==> src/rtl/snn_infer_sequencer.sv <==
`timescale 1ns/1ps
`default_nettype none
// ============================================================================
// Module   : snn_infer_sequencer
// Purpose  : Sample-level inference controller for the 30-30-30-5 ECG spiking
//            network. Accepts one spike frame per timestep (valid/ready),
//            drives the network's start/done handshake for T_STEPS timesteps,
//            accumulates saturating per-class spike counts, and picks the
//            winning class with a one-class-per-cycle argmax.
// Ports    : clk, rst_n (async, active low)
//            sample_start                         - begin sample (IDLE only)
//            frame_valid/frame_bits/frame_ready   - input frame handshake
//            net_start/net_spikes_in              - timestep request to network
//            net_done/net_spikes_out              - timestep completion
//            busy, result_valid, result_class,
//            result_counts, wdog_err              - status and result
// Options  : define SNN_SEQ_WATCHDOG_EN to enable the RUN-state watchdog
//            (WDOG_CYCLES cycles per timestep); otherwise wdog_err is 0.
// Revision : 1.0 - initial release
// ============================================================================
module snn_infer_sequencer #(
  parameter int N_IN        = 30,
  parameter int N_CLS       = 5,
  parameter int T_STEPS     = 32,
  parameter int CNT_W       = 6,
  parameter int WDOG_CYCLES = 4096
) (
  input  logic                   clk,
  input  logic                   rst_n,
  input  logic                   sample_start,
  input  logic                   frame_valid,
  input  logic [N_IN-1:0]        frame_bits,
  output logic                   frame_ready,
  output logic                   net_start,
  output logic [N_IN-1:0]        net_spikes_in,
  input  logic                   net_done,
  input  logic [N_CLS-1:0]       net_spikes_out,
  output logic                   busy,
  output logic                   result_valid,
  output logic [2:0]             result_class,
  output logic [N_CLS*CNT_W-1:0] result_counts,
  output logic                   wdog_err
);

  localparam logic [2:0] c_st_idle   = 3'd0;
  localparam logic [2:0] c_st_frame  = 3'd1;
  localparam logic [2:0] c_st_kick   = 3'd2;
  localparam logic [2:0] c_st_run    = 3'd3;
  localparam logic [2:0] c_st_argmax = 3'd4;
  localparam logic [2:0] c_st_done   = 3'd5;

  localparam logic [7:0]       c_last_step = 8'(T_STEPS - 1);
  localparam logic [2:0]       c_last_cls  = 3'(N_CLS - 1);
  localparam logic [CNT_W-1:0] c_cnt_max   = '1;

  logic [2:0]                  r_state;
  logic [2:0]                  w_state_nxt;
  logic [7:0]                  r_step;
  logic [N_CLS-1:0][CNT_W-1:0] r_cnt;
  logic [N_IN-1:0]             r_frame;
  logic [2:0]                  r_idx;
  logic [2:0]                  r_best_idx;
  logic [CNT_W-1:0]            r_best_cnt;
  logic [2:0]                  r_result_class;

  logic       w_start_ok;
  logic       w_take_frame;
  logic       w_step_done;
  logic       w_last_step;
  logic       w_take;
  logic [2:0] w_best_idx_nxt;
  logic       w_wdog_trip;

  assign w_start_ok   = (r_state == c_st_idle) && sample_start;
  assign w_take_frame = (r_state == c_st_frame) && frame_valid;
  assign w_step_done  = (r_state == c_st_run) && net_done;
  assign w_last_step  = (r_step == c_last_step);

  // Strictly-greater replacement keeps the lowest index on ties; an
  // all-zero count vector therefore resolves to class 0.
  assign w_take         = (r_state == c_st_argmax) && (r_cnt[r_idx] > r_best_cnt);
  assign w_best_idx_nxt = w_take ? r_idx : r_best_idx;

  assign net_spikes_in = r_frame;
  assign result_class  = r_result_class;
  assign result_counts = r_cnt;

  // --------------------------------------------------------------------------
  // State register
  // --------------------------------------------------------------------------
  always_ff @(posedge clk or negedge rst_n) begin
    if (!rst_n) begin
      r_state <= c_st_idle;
    end else begin
      r_state <= w_state_nxt;
    end
  end

  // --------------------------------------------------------------------------
  // Next-state logic
  // --------------------------------------------------------------------------
  always_comb begin
    w_state_nxt = r_state;
    case (r_state)
      c_st_idle:   if (sample_start) w_state_nxt = c_st_frame;
      c_st_frame:  if (frame_valid)  w_state_nxt = c_st_kick;
      c_st_kick:   w_state_nxt = c_st_run;
      c_st_run: begin
        if (net_done) begin
          w_state_nxt = w_last_step ? c_st_argmax : c_st_frame;
        end else if (w_wdog_trip) begin
          w_state_nxt = c_st_idle;
        end
      end
      c_st_argmax: if (r_idx == c_last_cls) w_state_nxt = c_st_done;
      c_st_done:   w_state_nxt = c_st_idle;
      default:     w_state_nxt = c_st_idle;
    endcase
  end

  // --------------------------------------------------------------------------
  // Moore outputs
  // --------------------------------------------------------------------------
  always_comb begin
    frame_ready  = 1'b0;
    net_start    = 1'b0;
    busy         = 1'b1;
    result_valid = 1'b0;
    case (r_state)
      c_st_idle:  busy         = 1'b0;
      c_st_frame: frame_ready  = 1'b1;
      c_st_kick:  net_start    = 1'b1;
      c_st_done:  result_valid = 1'b1;
      default:    ;
    endcase
  end

  // --------------------------------------------------------------------------
  // Datapath: frame capture, step counter, spike counters, argmax scan
  // --------------------------------------------------------------------------
  always_ff @(posedge clk or negedge rst_n) begin
    if (!rst_n) begin
      r_step         <= '0;
      r_cnt          <= '0;
      r_frame        <= '0;
      r_idx          <= '0;
      r_best_idx     <= '0;
      r_best_cnt     <= '0;
      r_result_class <= '0;
    end else begin
      if (w_start_ok) begin
        r_step         <= '0;
        r_cnt          <= '0;
        r_result_class <= '0;
      end

      // The frame register only changes here, so the network input is
      // stable for the whole KICK/RUN window.
      if (w_take_frame) begin
        r_frame <= frame_bits;
      end

      if (w_step_done) begin
        for (int i = 0; i < N_CLS; i++) begin
          if (net_spikes_out[i] && (r_cnt[i] != c_cnt_max)) begin
            r_cnt[i] <= r_cnt[i] + CNT_W'(1);
          end
        end
        if (w_last_step) begin
          r_idx      <= '0;
          r_best_idx <= '0;
          r_best_cnt <= '0;
        end else begin
          r_step <= r_step + 8'd1;
        end
      end

      if (r_state == c_st_argmax) begin
        r_idx <= r_idx + 3'd1;
        if (w_take) begin
          r_best_idx <= r_idx;
          r_best_cnt <= r_cnt[r_idx];
        end
        // Publish the winner together with the DONE pulse, including the
        // comparison made on the final class.
        if (r_idx == c_last_cls) begin
          r_result_class <= w_best_idx_nxt;
        end
      end
    end
  end

  // --------------------------------------------------------------------------
  // Watchdog
  // --------------------------------------------------------------------------
`ifdef SNN_SEQ_WATCHDOG_EN
  localparam int                c_wd_w    = $clog2(WDOG_CYCLES + 1);
  localparam logic [c_wd_w-1:0] c_wd_last = c_wd_w'(WDOG_CYCLES - 1);

  logic [c_wd_w-1:0] r_wd_cnt;
  logic              r_wdog_err;

  // Trips on the WDOG_CYCLES-th RUN cycle that still has no net_done.
  assign w_wdog_trip = (r_state == c_st_run) && !net_done && (r_wd_cnt == c_wd_last);
  assign wdog_err    = r_wdog_err;

  always_ff @(posedge clk or negedge rst_n) begin
    if (!rst_n) begin
      r_wd_cnt   <= '0;
      r_wdog_err <= 1'b0;
    end else begin
      // Held at zero outside RUN, so every RUN entry starts a fresh count.
      if (r_state != c_st_run) begin
        r_wd_cnt <= '0;
      end else begin
        r_wd_cnt <= r_wd_cnt + c_wd_w'(1);
      end

      if (w_start_ok) begin
        r_wdog_err <= 1'b0;
      end else if (w_wdog_trip) begin
        r_wdog_err <= 1'b1;
      end
    end
  end
`else
  logic w_unused_wdog;

  assign w_unused_wdog = (WDOG_CYCLES > 0);
  assign w_wdog_trip   = 1'b0;
  assign wdog_err      = 1'b0;
`endif

endmodule
`default_nettype wire

==> config.mk <==
export PLATFORM = sky130hd
export DESIGN_NAME = snn_infer_sequencer
export DESIGN_NICKNAME = d
export VERILOG_FILES = /design/src/rtl/snn_infer_sequencer.sv
export SDC_FILE = /design/constraint.sdc
export NUM_CORES = 1
export LEC_CHECK = 0
export ABC_AREA = 0
export CAP_MARGIN = 20
export CORE_MARGIN = 3
export CORE_UTILIZATION = 49
export DETAILED_ROUTE_END_ITERATION = 12
export PLACE_DENSITY_LB_ADDON = 0.15
export SETUP_SLACK_MARGIN = 0.1
export SKIP_LAST_GASP = 1
export SYNTH_ARGS = -nofsm -noshare
export SYNTH_HDL_FRONTEND = slang
export SYNTH_SLANG_ARGS = --single-unit
==> constraint.sdc <==
create_clock -name clk -period 3.8 [get_ports clk]
set_input_delay 0.76 -clock clk [delete_from_list [all_inputs] [get_ports clk]]
set_output_delay 0.76 -clock clk [all_outputs]
set_load 0.005 [all_outputs]
# Word level (Yosys, flattened, before mapping)
# Index checks and enable logic that the tools add are counted.
[totals]
register_bits = 86
output_inout_bits = 68
wordCells = 88
input_bits = 40
[classes]
n_addsub = 7
n_eq_ne = 16
n_reduce_logical = 14
order_cmp = 2
mux = 37
[ops]
columns = ["operator", "n"]
rows = [
  ["$mux W30", 2],
  ["$mux W6", 10],
  ["$mux W3", 16],
  ["$add A6 B1 Y6 const B", 5],
  ["$ne A6 B6 Y1 const B", 5],
  ["$mux W8", 3],
  ["$bmux W6 S3", 1],
  ["$pmux W3 S5", 1],
  ["$eq A3 B3 Y1 const B", 3],
  ["$logic_and A1 B1 Y1", 9],
  ["$add A8 B1 Y8 const B", 1],
  ["$eq A8 B5 Y1 const B", 1],
  ["$ne A2 B2 Y1 const B", 4],
  ["$eq A3 B2 Y1 const B", 2],
  ["$gt A6 B6 Y1", 1],
  ["$lt A3 B4 Y1 const B", 1],
  ["$mux W1", 4],
  ["$reduce_and A4 Y1", 1],
  ["$reduce_bool A2 Y1", 2],
  ["$add A3 B1 Y3 const B", 1],
  ["$eq A3 B1 Y1 const B", 1],
  ["$logic_not A3 Y1", 1],
  ["$reduce_and A2 Y1", 1],
]

# Longest topological paths before layout
[depth]
word_depth = 7
mapped_depth = 11
ltp_nobuf = 9

# Least setup slack after synthesis
# OpenSTA, ideal clock, no wires.
[synth_path]
kind = "reg2reg"
from = "reg r_idx[0]"
to = "reg r_best_cnt[0]"
period_less_slack_ps = 2664
arrival_time_ps = 2585
slack_ps = 1136
required_ps = 3721
stages_incl_launch_ff = 11
n_path_buf = 2
setup_ps = 79
cell_sequence = "dfrtp_1 buf_2 mux4_2 inv_1 o21ai_0 ha_1 nand4_1 o21bai_1 a31oi_4 buf_2 mux2i_1"
[synth_via]
elab_chain_len = 6
[synth_rtl]
columns = ["item", "line_no", "text"]
rows = [
  ["start, declared", "61", "logic [2:0] r_idx;"],
  ["start signal, assigned", "179", "r_idx <= r_idx + 3'd1;"],
  ["$bmux W6 S3 *", "81, 182", ""],
  ["$mux W6 (not written as such) *", "81, 182", ""],
  ["$gt A6 B6 Y1", "81", "assign w_take = (r_state == c_st_argmax) && (r_cnt[r_idx] > r_best_cnt);"],
  ["$logic_and A1 B1 Y1", "81", ""],
  ["$mux W6 *", "180", "if (w_take) begin"],
  ["$mux W6 *", "178", "if (r_state == c_st_argmax) begin"],
  ["end signal, assigned", "182", "r_best_cnt <= r_cnt[r_idx];"],
  ["end, declared", "63", "logic [CNT_W-1:0] r_best_cnt;"],
]
# Mark *: on every way between the ends. The rest lies on a longest branch, timed or not. The select of a mux whose other input is x is not followed.
# A chain may end at the register's enable or synchronous reset.

# Worst setup path after layout
[layout_path]
from = "reg r_idx[0]"
to = "reg r_result_class[0] (netlist: result_class[0])"
[layout_via]
elab_chain_len = 7
word_cells_on_any_way = 8
classes_between = "order compare: 1; eq/ne: 1; mux: 5; reduce/logical: 1"
[layout_rtl]
columns = ["item", "line_no", "text"]
rows = [
  ["$bmux W6 S3", "81", ""],
  ["$mux W6 (not written as such)", "81", ""],
  ["$gt A6 B6 Y1", "81", ""],
  ["$logic_and A1 B1 Y1", "81", ""],
  ["$mux W3", "82", "assign w_best_idx_nxt = w_take ? r_idx : r_best_idx;"],
  ["$mux W3 *", "186", "if (r_idx == c_last_cls) begin"],
  ["$mux W3 *", "178", ""],
  ["end signal, assigned", "187", "r_result_class <= w_best_idx_nxt;"],
  ["end, declared", "64", "logic [2:0] r_result_class;"],
]
# Marks and branches as above.

==> qor.txt <==
WORST SETUP PATH
---------------------------------------------------------------------------------
Max stage delay cell, worst path                                          dfrtp_1
Internal reg-to-reg setup slack                                            640 ps
Data arrival time of the worst path                                       3410 ps
Critical R2R Capture                                                 result_class[0]
Top delay family on crit path                                        compound AO/OA/AOI/OAI gates
Longest individual stage delay on the worst path                           670 ps
Required time of the critical path                                        4040 ps
Worst-path maximum fanout                                                      18
Critical Path End Type                                                       flop
Register-to-Register Path Depth                                                 9
Cell-by-cell trace of the critical path                              mux4_2 > inv_1 > o21ai_0 > ha_1 > nand4_1 > o21bai_1 > a31oi_4 > mux2i_1 > o21ai_1
Buffers & Inverters on Critical Path                                            1
Startpoint of the worst register-to-register path                        r_idx[0]
CP Class                                                             flop to flop
Startpoint class of the critical path                                        flop

GLOBAL ROUTING
---------------------------------------------------------------------------------
Pin count of the biggest net entering global routing                           45
Global-route wire length before repair                                   16200 um
Remaining global-route overflow                                                 0
Number of global-route vias before repair                                    3274
Number of antenna violations at the first check in global routing               0
Global routing usage summed across all routing layers                       20.6%

PLACEMENT
---------------------------------------------------------------------------------
Post-place instance area                                                 5400 um2
Number of buffers added on ports                                              106
GPL Wtd Cong                                                                0.857
Post-placement worst setup slack                                           689 ps
Detailed-placement wirelength estimate                                    7070 um

ROUTING
---------------------------------------------------------------------------------
Routed via count                                                             3333
Residual DRC                                                                    0
Routed Antenna Nets                                                             0
First drt pass iteration count                                                  4
Routed length per placed instance                                         16.2 um
Routed WL                                                                 9700 um
Iteration-0 DRC count of the detailed router                                  164
Average vias per placed instance                                             5.56

CLOCK TREE
---------------------------------------------------------------------------------
Register clock-pin slew on the reported worst setup and hold paths          90 ps
Number of levels the H-tree was split into                                      3
Clock network latency to the later pin of the worst-skew pair              360 ps
Count of hold-fix buffers inserted at cts                                       0
Longest Clk Path Bufs                                                           2
Clk Tree Root Cell                                                       clkbuf_8
Clock tree from TritonCTS                                                     yes
Post_cts resized                                                                0
TritonCTS sink count                                                           86
CTS buffer count                                                                9
Number of setup buffers added after CTS                                         0

STA
---------------------------------------------------------------------------------
Max-Slew Margin vs Limit                                                    62.0%
Period Utilization, post-route                                              83.3%
Worst-Margin Slew                                                          567 ps
Final setup margin                                                         635 ps
Endpoints failing setup                                                         0
Endpoints failing hold                                                          0
Final clock skew                                                          11.7 ps
Fmax                                                                    0.316 GHz
Setup TNS                                                                    0 ps
Unrepaired setup endpoints after global routing                             false
Number of slew-limit violations in the final report                             0
Min Clock Period, post-route                                              3160 ps

MIN PATH
---------------------------------------------------------------------------------
Path class of the lowest-slack min-delay path                        input port to asynchronous set/reset pin

YOSYS
---------------------------------------------------------------------------------
Total of warnings raised by yosys                                               0
FFs w/ async S/R, synth                                                      100%
Cell taking the most area after synthesis                                 dfrtp_1
Biggest area contributors in the synthesized netlist                 dfrtp_1, mux2_2, ha_1
Count of flip-flops with a built-in enable after synthesis                      0
Count of distinct cell types in the synthesized netlist                        48
Fraction of synthesized cell area taken by the top area cell type           50.4%
#FFs+latches synth                                                             86
Most repeated cell in the gate-level netlist after synthesis              dfrtp_1
Dominant register cell in the synthesized netlist                         dfrtp_1
Gate count of the mapped netlist                                              384
Total nets after synthesis                                                    438
Commonest cells in the netlist                                       dfrtp_1, nand2_1, nand3_1
Average cell area after synthesis                                        11.1 um2
Share of the yosys chip area belonging to registers                         50.4%
Cell Area, Synth                                                         4270 um2

FINAL LAYOUT
---------------------------------------------------------------------------------
Non-Filler Cell Area, Final                                              5610 um2
Final core utilization                                                      67.2%
Area growth from synthesis to layout                                        31.4%
Net count of the finished layout                                              543
Share of layout cells above drive strength 1                                11.9%
Number of inserted diodes                                                       0

RUN
---------------------------------------------------------------------------------
Max Cap Violations                                                              0

DIE
---------------------------------------------------------------------------------
Floorplan die area                                                       9870 um2
Horiz. Die Dim                                                            99.3 um
Placement row count                                                            33
Effective utilization at floorplan                                          51.2%
Core box area                                                            8340 um2
Die Height                                                                99.3 um
I/O pin count                                                                 108

OUTCOME
---------------------------------------------------------------------------------
Status                                                               finished, final reports clean

PWR
---------------------------------------------------------------------------------
Maximum resistive drop on vdd                                          0.000354 V
Total power consumption of the routed design                              3190 uW
Power Density                                                          569 nW/um2
P_leak                                                                 0.00240 uW

-- worst max-delay path by stage --
| stage | startpoint | to | cells after the start | slack [ps] |
|---|---|---|---|---|
| after floorplan | r_idx[0] | r_best_cnt[0] | 10 | 1140 |
| after global routing | r_idx[0] | result_class[0] | 9 | 400 |
| after detailed placement | r_idx[0] | result_class[0] | 9 | 690 |
| final | r_idx[0] | result_class[0] | 9 | 640 |
| after CTS | r_idx[0] | result_class[0] | 9 | 630 |
| after global placement | r_idx[0] | result_class[0] | 9 | 820 |
-- where the power goes --
group	switching, uW	internal (uW)	total, uW
Sequential	247	1170	1420
Clock	328	306	634
Combinational	402	734	1140
Total	977	2210	3190
-- stage by stage --
step | hold slack [ps] | cells
after floorplan | 454 | 384
after global placement | 466 | 582
after detailed placement | 478 | 582
after CTS | 410 | 598
after global routing | 426 | 599
final | 395 | 599
-- state kept, by name, summed over array words and instances (netlist names) --
| signal | flops |
|---|---|
| r_idx | 3 |
| result_class | 3 |
| r_best_idx | 3 |
| r_step | 8 |
| result_counts | 30 |
| net_spikes_in | 30 |
| r_best_cnt | 6 |
| r_state | 3 |
-- cell families (layout without fill, tap and decap cells) --
| family | after synthesis | after routing | share of synthesized area [%] |
|---|---|---|---|
| buffers and inverters | 39 | 149 | 3.84 |
| XOR/XNOR | 9 | 9 | 1.85 |
| other | 1 | 1 | 0.0879 |
| flip-flops | 86 | 86 | 50.4 |
| adder cells (fa/ha/maj) | 14 | 14 | 4.10 |
| AO/OA/AOI/OAI | 66 | 66 | 11.3 |
| AND/OR/NAND/NOR | 123 | 123 | 15.0 |
| multiplexers | 46 | 46 | 13.4 |
-- layout make-up --
class | count | area [um2]
Timing Repair Buffer | 110 | 1100
Fill cell | 643 | 2730
Sequential cell | 86 | 2150
Tap cell | 105 | 131
Clock buffer | 11 | 131
Multi-Input combinational cell | 259 | 1950
Inverter | 23 | 86.3
Clock inverter | 5 | 57.6
-- cell usage in the layout (no fill, tap or decap), types with 2 or more instances in the layout --
master             n
clkinv_2           2
xor2_1             8
a31oi_1            2
o21ai_0           19
o21ai_1            9
nor3b_1            3
mux2i_1           10
o31ai_1           12
ha_1              14
nand3_1           31
dfrtp_1           86
mux2_1             8
and3_1             6
buf_4              4
inv_1             23
mux2_2            22
mux4_2             6
nand2_1           42
clkbuf_1           2
nor2b_1            2
clkdlybuf4s50_1  105
o211ai_1           6
clkbuf_8           9
and2_1             2
nor2_1            17
a311oi_4           3
nand4_2            2
or3_1              2
nor3_1             3
a21oi_1            7
nand4_1            4
-- layer usage --
layer / up-vias / global-route usage [%] / wire length (um)
li1: 1587 / - / -
met1: 1648 / 26.8 / 4180
met2: 92 / 34.4 / 4930
met3: 6 / 4.70 / 533
met4: 0 / 6.20 / 58
met5: - / 0 / 0
No activity file was read; power rests on OpenSTA's default activity.
